===== src/rtl/alu_pkg.sv =====
// Shared constants for the sequential ALU stage: opcodes, FSM states and
// the default datapath width.
package alu_pkg;

   localparam int DEF_WIDTH = 32;

   localparam logic [2:0] OP_AND  = 3'b000;
   localparam logic [2:0] OP_OR   = 3'b001;
   localparam logic [2:0] OP_XOR  = 3'b010;
   localparam logic [2:0] OP_NOR  = 3'b011;
   localparam logic [2:0] OP_LESS = 3'b100;
   localparam logic [2:0] OP_ADD  = 3'b101;
   localparam logic [2:0] OP_SUB  = 3'b110;
   localparam logic [2:0] OP_MOD  = 3'b111;

   typedef enum logic [1:0] {
      S_IDLE = 2'd0,
      S_CALC = 2'd1,
      S_DONE = 2'd2
   } state_t;

endpackage


===== src/rtl/alu_seq_32_if.sv =====
// Request/response bundle between an issuing master and the ALU stage.
interface alu_seq_32_if #(parameter int WIDTH = 32);

   logic             start;
   logic [2:0]       op;
   logic [WIDTH-1:0] a;
   logic [WIDTH-1:0] b;
   logic [WIDTH-1:0] result;
   logic             zero;
   logic             overflow;
   logic             div_zero;
   logic             busy;
   logic             done;

   modport master (
      output start, op, a, b,
      input  result, zero, overflow, div_zero, busy, done
   );

   modport slave (
      input  start, op, a, b,
      output result, zero, overflow, div_zero, busy, done
   );

endinterface


===== src/rtl/alu_mod_seq.sv =====
// Unsigned remainder by repeated subtraction: one compare-subtract per step
// until the running remainder drops below the divisor.
module alu_mod_seq #(
   parameter int WIDTH = 32
) (
   input  logic             clk,
   input  logic             reset,
   input  logic             i_load,
   input  logic             i_step,
   input  logic [WIDTH-1:0] i_a,
   input  logic [WIDTH-1:0] i_b,
   output logic [WIDTH-1:0] o_rem,
   output logic             o_finished
);

   logic [WIDTH-1:0] r_rem;
   logic [WIDTH-1:0] r_breg;

   always_ff @(posedge clk) begin
      if (reset) begin
         r_rem  <= '0;
         r_breg <= '0;
      end else if (i_load) begin
         r_rem  <= i_a;
         r_breg <= i_b;
      end else if (i_step && !o_finished) begin
         r_rem  <= r_rem - r_breg;
      end
   end

   assign o_finished = (r_rem < r_breg);
   assign o_rem      = r_rem;

endmodule


===== src/rtl/alu_seq_32.sv =====
// Registered ALU execution stage: single-cycle logic/arith ops plus a
// multi-cycle unsigned MOD, results held until the next accepted start.
module alu_seq_32
   import alu_pkg::*;
#(
   parameter int WIDTH = DEF_WIDTH
) (
   input logic         clk,
   input logic         reset,
   alu_seq_32_if.slave bus
);

   // state  | meaning
   // IDLE   | waiting for start, last result held
   // CALC   | MOD in progress, one subtract per cycle
   // DONE   | result valid, done pulse; start here issues back-to-back
   state_t           r_state;
   state_t           w_state_nxt;
   logic [WIDTH-1:0] r_result;
   logic             r_zero;
   logic             r_ovf;
   logic             r_dz;

   logic [WIDTH-1:0] w_sum;
   logic [WIDTH-1:0] w_diff;
   logic             w_ovf_add;
   logic             w_ovf_sub;
   logic [WIDTH-1:0] w_op_res;
   logic             w_op_ovf;
   logic             w_op_dz;

   logic             w_load;
   logic [WIDTH-1:0] w_res_nxt;
   logic             w_ovf_nxt;
   logic             w_dz_nxt;
   logic             w_mod_load;
   logic [WIDTH-1:0] w_rem;
   logic             w_finished;

   assign w_sum     = bus.a + bus.b;
   assign w_diff    = bus.a - bus.b;
   assign w_ovf_add = (bus.a[WIDTH-1] == bus.b[WIDTH-1]) && (w_sum[WIDTH-1]  != bus.a[WIDTH-1]);
   assign w_ovf_sub = (bus.a[WIDTH-1] != bus.b[WIDTH-1]) && (w_diff[WIDTH-1] != bus.a[WIDTH-1]);

   always_comb begin
      w_op_res = '0;
      w_op_ovf = 1'b0;
      w_op_dz  = 1'b0;
      case (bus.op)
         OP_AND:  w_op_res = bus.a & bus.b;
         OP_OR:   w_op_res = bus.a | bus.b;
         OP_XOR:  w_op_res = bus.a ^ bus.b;
         OP_NOR:  w_op_res = ~(bus.a | bus.b);
         OP_LESS: w_op_res = {{(WIDTH-1){1'b0}}, w_diff[WIDTH-1] ^ w_ovf_sub};
         OP_ADD: begin
            w_op_res = w_sum;
            w_op_ovf = w_ovf_add;
         end
         OP_SUB: begin
            w_op_res = w_diff;
            w_op_ovf = w_ovf_sub;
         end
         // only reached single-cycle when b == 0; b != 0 goes through CALC
         OP_MOD: begin
            w_op_res = bus.a;
            w_op_dz  = 1'b1;
         end
         default: w_op_res = '0;
      endcase
   end

   always_comb begin
      w_state_nxt = r_state;
      w_load      = 1'b0;
      w_res_nxt   = '0;
      w_ovf_nxt   = 1'b0;
      w_dz_nxt    = 1'b0;
      w_mod_load  = 1'b0;
      case (r_state)
         S_IDLE, S_DONE: begin
            if (bus.start) begin
               if (bus.op == OP_MOD && bus.b != '0) begin
                  w_mod_load  = 1'b1;
                  w_state_nxt = S_CALC;
               end else begin
                  w_load      = 1'b1;
                  w_res_nxt   = w_op_res;
                  w_ovf_nxt   = w_op_ovf;
                  w_dz_nxt    = w_op_dz;
                  w_state_nxt = S_DONE;
               end
            end else begin
               w_state_nxt = S_IDLE;
            end
         end
         S_CALC: begin
            if (w_finished) begin
               w_load      = 1'b1;
               w_res_nxt   = w_rem;
               w_state_nxt = S_DONE;
            end
         end
         default: w_state_nxt = S_IDLE;
      endcase
   end

   always_ff @(posedge clk) begin
      if (reset) r_state <= S_IDLE;
      else       r_state <= w_state_nxt;
   end

   always_ff @(posedge clk) begin
      if (reset) begin
         r_result <= '0;
         r_zero   <= 1'b1;
         r_ovf    <= 1'b0;
         r_dz     <= 1'b0;
      end else if (w_load) begin
         r_result <= w_res_nxt;
         r_zero   <= (w_res_nxt == '0);
         r_ovf    <= w_ovf_nxt;
         r_dz     <= w_dz_nxt;
      end
   end

   alu_mod_seq #(.WIDTH(WIDTH)) u_mod (
      .clk        (clk),
      .reset      (reset),
      .i_load     (w_mod_load),
      .i_step     (r_state == S_CALC),
      .i_a        (bus.a),
      .i_b        (bus.b),
      .o_rem      (w_rem),
      .o_finished (w_finished)
   );

   assign bus.result   = r_result;
   assign bus.zero     = r_zero;
   assign bus.overflow = r_ovf;
   assign bus.div_zero = r_dz;
   assign bus.busy     = (r_state != S_IDLE);
   assign bus.done     = (r_state == S_DONE);

endmodule


===== src/flat_wrapper.sv =====
// flat-port wrapper written by rule: the top's interface ports become plain ports
module alu_seq_32_flat import alu_pkg::*;
#(
   parameter int WIDTH = DEF_WIDTH
)
  (clk, reset, bus_start, bus_op, bus_a, bus_b, bus_result, bus_zero, bus_overflow, bus_div_zero, bus_busy, bus_done);
  alu_seq_32_if #(.WIDTH(WIDTH)) bus_i ();
  input logic clk;
  input logic reset;
  input wire logic [$bits(bus_i.start)-1:0] bus_start;
  input wire logic [$bits(bus_i.op)-1:0] bus_op;
  input wire logic [$bits(bus_i.a)-1:0] bus_a;
  input wire logic [$bits(bus_i.b)-1:0] bus_b;
  output wire logic [$bits(bus_i.result)-1:0] bus_result;
  output wire logic [$bits(bus_i.zero)-1:0] bus_zero;
  output wire logic [$bits(bus_i.overflow)-1:0] bus_overflow;
  output wire logic [$bits(bus_i.div_zero)-1:0] bus_div_zero;
  output wire logic [$bits(bus_i.busy)-1:0] bus_busy;
  output wire logic [$bits(bus_i.done)-1:0] bus_done;
  assign bus_i.start = bus_start;
  assign bus_i.op = bus_op;
  assign bus_i.a = bus_a;
  assign bus_i.b = bus_b;
  assign bus_result = bus_i.result;
  assign bus_zero = bus_i.zero;
  assign bus_overflow = bus_i.overflow;
  assign bus_div_zero = bus_i.div_zero;
  assign bus_busy = bus_i.busy;
  assign bus_done = bus_i.done;
  alu_seq_32 #(.WIDTH(WIDTH)) u_core (.clk(clk), .reset(reset), .bus(bus_i));
endmodule

===== config.mk =====
export PLATFORM = sky130hd
export DESIGN_NAME = alu_seq_32_flat
export DESIGN_NICKNAME = d
export VERILOG_FILES = /design/src/rtl/alu_pkg.sv /design/src/rtl/alu_seq_32_if.sv /design/src/rtl/alu_mod_seq.sv /design/src/rtl/alu_seq_32.sv /design/src/flat_wrapper.sv
export SDC_FILE = /design/constraint.sdc
export NUM_CORES = 1
export LEC_CHECK = 0
export ABC_AREA = 1
export BUFFER_PORTS_ARGS = -buffer_cell sky130_fd_sc_hd__buf_2
export CORE_MARGIN = 5
export CORE_UTILIZATION = 30
export DETAILED_ROUTE_END_ITERATION = 10
export PLACE_DENSITY_LB_ADDON = 0.1
export SLEW_MARGIN = 15
export SYNTH_ARGS = -nofsm -noshare
export SYNTH_HDL_FRONTEND = slang
export SYNTH_SLANG_ARGS = --single-unit

===== constraint.sdc =====
create_clock -name clk -period 2.55 [get_ports clk]
set_input_delay 0 -clock clk [delete_from_list [all_inputs] [get_ports clk]]
set_output_delay 0 -clock clk [all_outputs]
set_load 0.02 [all_outputs]

# Word-level counts from Yosys, hierarchy flattened

Index checks and enable logic that the tools add are counted.
W data, S select, Z words.

Input port bits: 70
Flip-flop bits (word level): 101
Logic and storage cells: 68

Bitwise operators: 5
Reductions and logical operators: 12
Equality and inequality tests: 14
Add/sub/neg operators: 3
Magnitude comparators: 1
Mux-type cells: 26

Operators by type and width:

| kind                 | count |
|---|---|
| $pmux W32 S8         | 1 |
| $mux W32             | 5 |
| $pmux W32 S2         | 1 |
| $sub A32 B32 Y32     | 2 |
| $add A32 B32 Y32     | 1 |
| $and A32 B32 Y32     | 1 |
| $logic_not A32 Y1    | 1 |
| $lt A32 B32 Y1       | 1 |
| $not A32 Y32         | 1 |
| $or A32 B32 Y32      | 1 |
| $reduce_bool A32 Y1  | 1 |
| $xor A32 B32 Y32     | 1 |
| $mux W1              | 13 |
| $eq A3 B3 Y1 const B | 4 |
| $eq A3 B2 Y1 const B | 2 |
| $mux W2              | 3 |
| $logic_and A1 B1 Y1  | 4 |
| $pmux W1 S2          | 2 |
| $pmux W2 S2          | 1 |
| $reduce_bool A2 Y1   | 2 |
| $eq A3 B1 Y1 const B | 1 |
| $logic_not A3 Y1     | 1 |
| $ne A1 B1 Y1         | 3 |
| $eq A2 B1 Y1 const B | 1 |
| 7 further kinds      | 7 |

# Longest topological paths before layout

Depth after elaboration: 9
Depth in mapped cells: 29

# Modules after synthesis

Synthesis repeated with hierarchy kept, for this count alone.

Cells, all modules: 2,644
Area, all modules: 14,232.4 µm²

By module, submodules not included:

| module      | times used | area each (µm²) | sequential area each (µm²) | cells each |
|---|---|---|---|---|
| alu_seq_32  | 1          | 8,979.9         | 740.7                      | 1,716 |
| alu_mod_seq | 1          | 5,252.5         | 1,281.2                    | 928 |

# Least setup slack after synthesis

No wires, ideal clock.

Path kind: input to register
Start: input bus_b[12]
End: register u_core.r_zero (netlist: u_core.bus.zero)
Cell stages on the path: 27
Path slack: -0.210 ns
Path buffers: 1
Data arrival time: 2.702 ns
Library setup time: 0.058 ns
Data required time: 2.492 ns
Cell sequence: inv_1 > ha_1 > buf_2 > nor2_1 > nand2_1 > nor2_1 > nand2_1 > nand3_1 > nand2_1 > nand2_1 > nand2_1 > nand2_1 > a21oi_1 > fa_1 > o21ai_0 > nand4_1 > o21ai_1 > nor2_1 > nor2_1 > nand2_1 > nor2_1 > nand3_1 > nor2_1 > nand3_1 > nor2_1 > nand2_1 > nand2_1

Cells in the longest elaborated chain, start to end: 9

Ends and longest elaborated chain:

| what                 | line               | RTL |
|---|---|---|
| start, declared      | flat_wrapper.sv:13 | `input wire logic [$bits(bus_i.b)-1:0] bus_b;` |
| $sub A32 B32 Y32     | alu_seq_32.sv:41   | `assign w_diff = bus.a - bus.b;` |
| $ne A1 B1 Y1         | alu_seq_32.sv:43   | `assign w_ovf_sub = (bus.a[WIDTH-1] != bus.b[WIDTH-1]) && (w_diff[WIDTH-1] != bus.a[WIDTH-1]);` |
| $logic_and A1 B1 Y1  | alu_seq_32.sv:43   |  |
| $xor A1 B1 Y1        | alu_seq_32.sv:54   | `OP_LESS: w_op_res = {{(WIDTH-1){1'b0}}, w_diff[WIDTH-1] ^ w_ovf_sub};` |
| $pmux W32 S8         | alu_seq_32.sv:49   | `case (bus.op)` |
| $mux W32             | alu_seq_32.sv:82   | `if (bus.op == OP_MOD && bus.b != '0) begin` |
| $mux W32             | alu_seq_32.sv:81   | `if (bus.start) begin` |
| $pmux W32 S2         | alu_seq_32.sv:79   | `case (r_state)` |
| $logic_not A32 Y1    | alu_seq_32.sv:120  | `r_zero <= (w_res_nxt == '0);` |
| end signal, assigned | alu_seq_32.sv:120  |  |
| end, declared        | alu_seq_32.sv:20   | `logic r_zero;` |

Parallel ways exist; a longest one is shown, timed or not.
A chain may end at the register's enable or synchronous reset.

# Final worst setup path

Start: input bus_b[24]
End: register u_core.r_zero (netlist: u_core.bus.zero)

Same word-level chain as after synthesis.

==> results_dict.tcl <==
set metrics [dict create \
    antenna_found_initial 0 \
    register_area_um2 2050 \
    areaGrowthSynthToFinish_pct 55.4 \
    end_kind "register" \
    holdPathStages 4 \
    ios 107 \
    arrival_ps 3040 \
    ff2ff_path_depth 22 \
    grt_pass1_wl_um 96900 \
    wirelength_um 65400 \
    portBuffers 106 \
    clock-skew-final_ps 12.7 \
    finalHoldViolCount 0 \
    dieWidth_um 217 \
    clk_latency_ps 370 \
    vdd_ir_drop_max_mv 0.331 \
    synth_top_cell_by_area "nand2_1" \
    status "finished, violations left" \
    power.density_nw_per_um2 380 \
    synth_edf_count 0 \
    slew_violations 0 \
    wl_met1_um 31000 \
    highest_layer "met4" \
    max-cap-violations 0 \
    gp_congestion 0.952 \
    h-tree-depth 3 \
    total_power_uw 7570 \
    final_util 0.473 \
    synthArstFlopShare 0 \
    fin_hold_ws_ps 48.1 \
    setup_viol 3 \
    yosysWarnings 0 \
    fmax_ghz 0.368 \
    met3_length_um 3510 \
    syn_inst 2236 \
    synth.cell_area_um2 12800 \
    dr.pass1.iters 5 \
    min_period_over_period 1.07 \
    cts_tree "done" \
    core_um2 42100 \
    antenna_cells 0 \
    ys.flop_type "dfxtp_1" \
    synth_area_leaders "nand2_1 19%, dfxtp_1 16%, ha_1 14%" \
    fill_cells 4407 \
    vias 16800 \
    die-area_um2 47000 \
    most-common-layout-cells "585 x nand2_1, 538 x buf_4, 303 x inv_1" \
    cts-root-buf "clkbuf_16" \
    vias_per_cell 4.95 \
    slew_headroom 0.317 \
    grt_overflow 0 \
    path_class "in2reg" \
    grt_pass1_vias 16300 \
    failed_checks "setup timing" \
    drt-initial-drc-count 1328 \
    postRouteAntennaNets 0 \
    layout_commonest_cell "nand2_1" \
    hold_path_class "in2reg" \
    rows 75 \
    clkSlewWorstSetupHoldPaths_ps 80 \
    crit_fanout 2 \
    postLayoutSetupSlackWorst_ps -169 \
    start_util 0.304 \
    required_ps 2870 \
    syn_nets 2451 \
    dpl_cell_area_um2 17900 \
    start_kind "primary input" \
    post-route-min-period_ps 2720 \
    rsz0062_at_grt "yes" \
    yosysSeqAreaShare 0.158 \
    cts.sinks 101 \
    multi_input_area_um2 10400 \
    cts_buffer_depth 2 \
    p_leak_uw 0.0104 \
    synth.distinct_cells 56 \
    grt_max_degree 47 \
    dp_hpwl_um 55200 \
    die_h_um 217 \
    nNetsFinal 3062 \
    drive_above_1_share 0.350 \
    dr_wl_met2_um 29200 \
    drc_errors 0 \
    yosys_register_bits 101 \
    netlist.area_leader.share 0.187 \
    avgSynthCellArea_um2 5.73 \
    worst_pin_slew_ps 1020 \
    numCtsBuffers 9 \
    grt_util_all_layers 0.267 \
    wl_per_cell_um 19.3 \
    fin_area_um2 19900 \
]
==> logic make-up after synthesis <==
| group | Yosys count | synth area share |
|---|---|---|
| XOR/XNOR | 31 | 0.0212 |
| adder cells (fa/ha/maj) | 145 | 0.144 |
| flip-flops | 101 | 0.158 |
| buffers and inverters | 441 | 0.137 |
| AND/OR/NAND/NOR | 1121 | 0.363 |
| AO/OA/AOI/OAI | 397 | 0.177 |
==> metal layers <==
layer,GRT usage,vias to the layer above
met1,0.384,7826
met3,0.0257,78
met4,0.0659,0
met2,0.431,468
met5,0,-
li1,-,8402
==> worst max-delay path, stage by stage <==
cell and delay (ps):
buf_8 80, clkinvlp_4 90, ha_4 260, inv_4 60
nand2_4 50, inv_4 70, nand2_4 50, nor3_4 230
and2_4 190, nand2_4 40, nand2_2 50, nand2_2 50
nand2_2 70, a21oi_4 60, fa_2 550, o22ai_1 70
nor3_1 170, nand3_1 170, nand2_2 130, nand2_4 60
nor2_4 90, nand2_1 50, nor2_1 90, nand2_1 60
nor2_1 110, nand2_1 60, nand2_1 50
==> per-stage QoR <==
stage / TNS [ps] / setup WS [ps] / instances
6_report: -275 / -169 / 3390
3_5_place_dp: -10350 / -770 / 3331
2_1_floorplan: -108 / -108 / 2236
3_3_place_gp: -10140 / -804 / 3331
5_1_grt: -1800 / -324 / 3390
4_1_cts: -266 / -145 / 3371
==> layout make-up <==
| cell class | count | area share |
|---|---|---|
| Clock buffer | 9 | 0.0113 |
| Inverter | 367 | 0.0708 |
| Timing Repair Buffer | 674 | 0.256 |
| Sequential cell | 101 | 0.103 |
| Clock inverter | 6 | 0.00289 |
| Multi-Input combinational cell | 1694 | 0.523 |
| Tap cell | 539 | 0.0338 |
==> Yosys cell counts (22+ instances only) <==
| master | n |
|---|---|
| nand4_1 | 29 |
| buf_2 | 34 |
| nand2_1 | 638 |
| a21oi_1 | 162 |
| o21ai_0 | 124 |
| inv_1 | 358 |
| dfxtp_1 | 101 |
| nor2_1 | 223 |
| nand3_1 | 168 |
| ha_1 | 141 |
| xor2_1 | 22 |
==> path summary, 6_finish.rpt <==
check,start,endpoint,slack [ps]
max,bus_b[24],u_core.bus.zero,-170
min,bus_b[16],u_core.u_mod.r_breg[16],50
max reg2reg,u_core.u_mod.o_rem[0],u_core.bus.zero,-140
min reg2reg,u_core.bus.overflow,u_core.bus.overflow,470
==> registers in the layout (all words and copies together) (netlist names) <==
| name | cells |
|---|---|
| u_core.bus.div_zero | 1 |
| u_core.r_state | 2 |
| u_core.u_mod.o_rem | 32 |
| u_core.bus.overflow | 1 |
| u_core.bus.zero | 1 |
| u_core.bus.result | 32 |
| u_core.u_mod.r_breg | 32 |
==> repair_timing <==
item                       4_1_cts  5_1_grt
cloned                           0        2
hold buffers                     1        0
pin swaps                       45       72
hold endpoints to repair         1        0
resized for setup              137      185
setup endpoints to repair       43       67
setup buffers                   24       21
==> power by group <==
group | internal, uW | switching (uW) | total [uW]
clock network | 681 | 718 | 1400
logic | 1950 | 2500 | 4450
registers | 1660 | 55.2 | 1710
total | 4290 | 3270 | 7570
(Power assumes the default switching activity.)
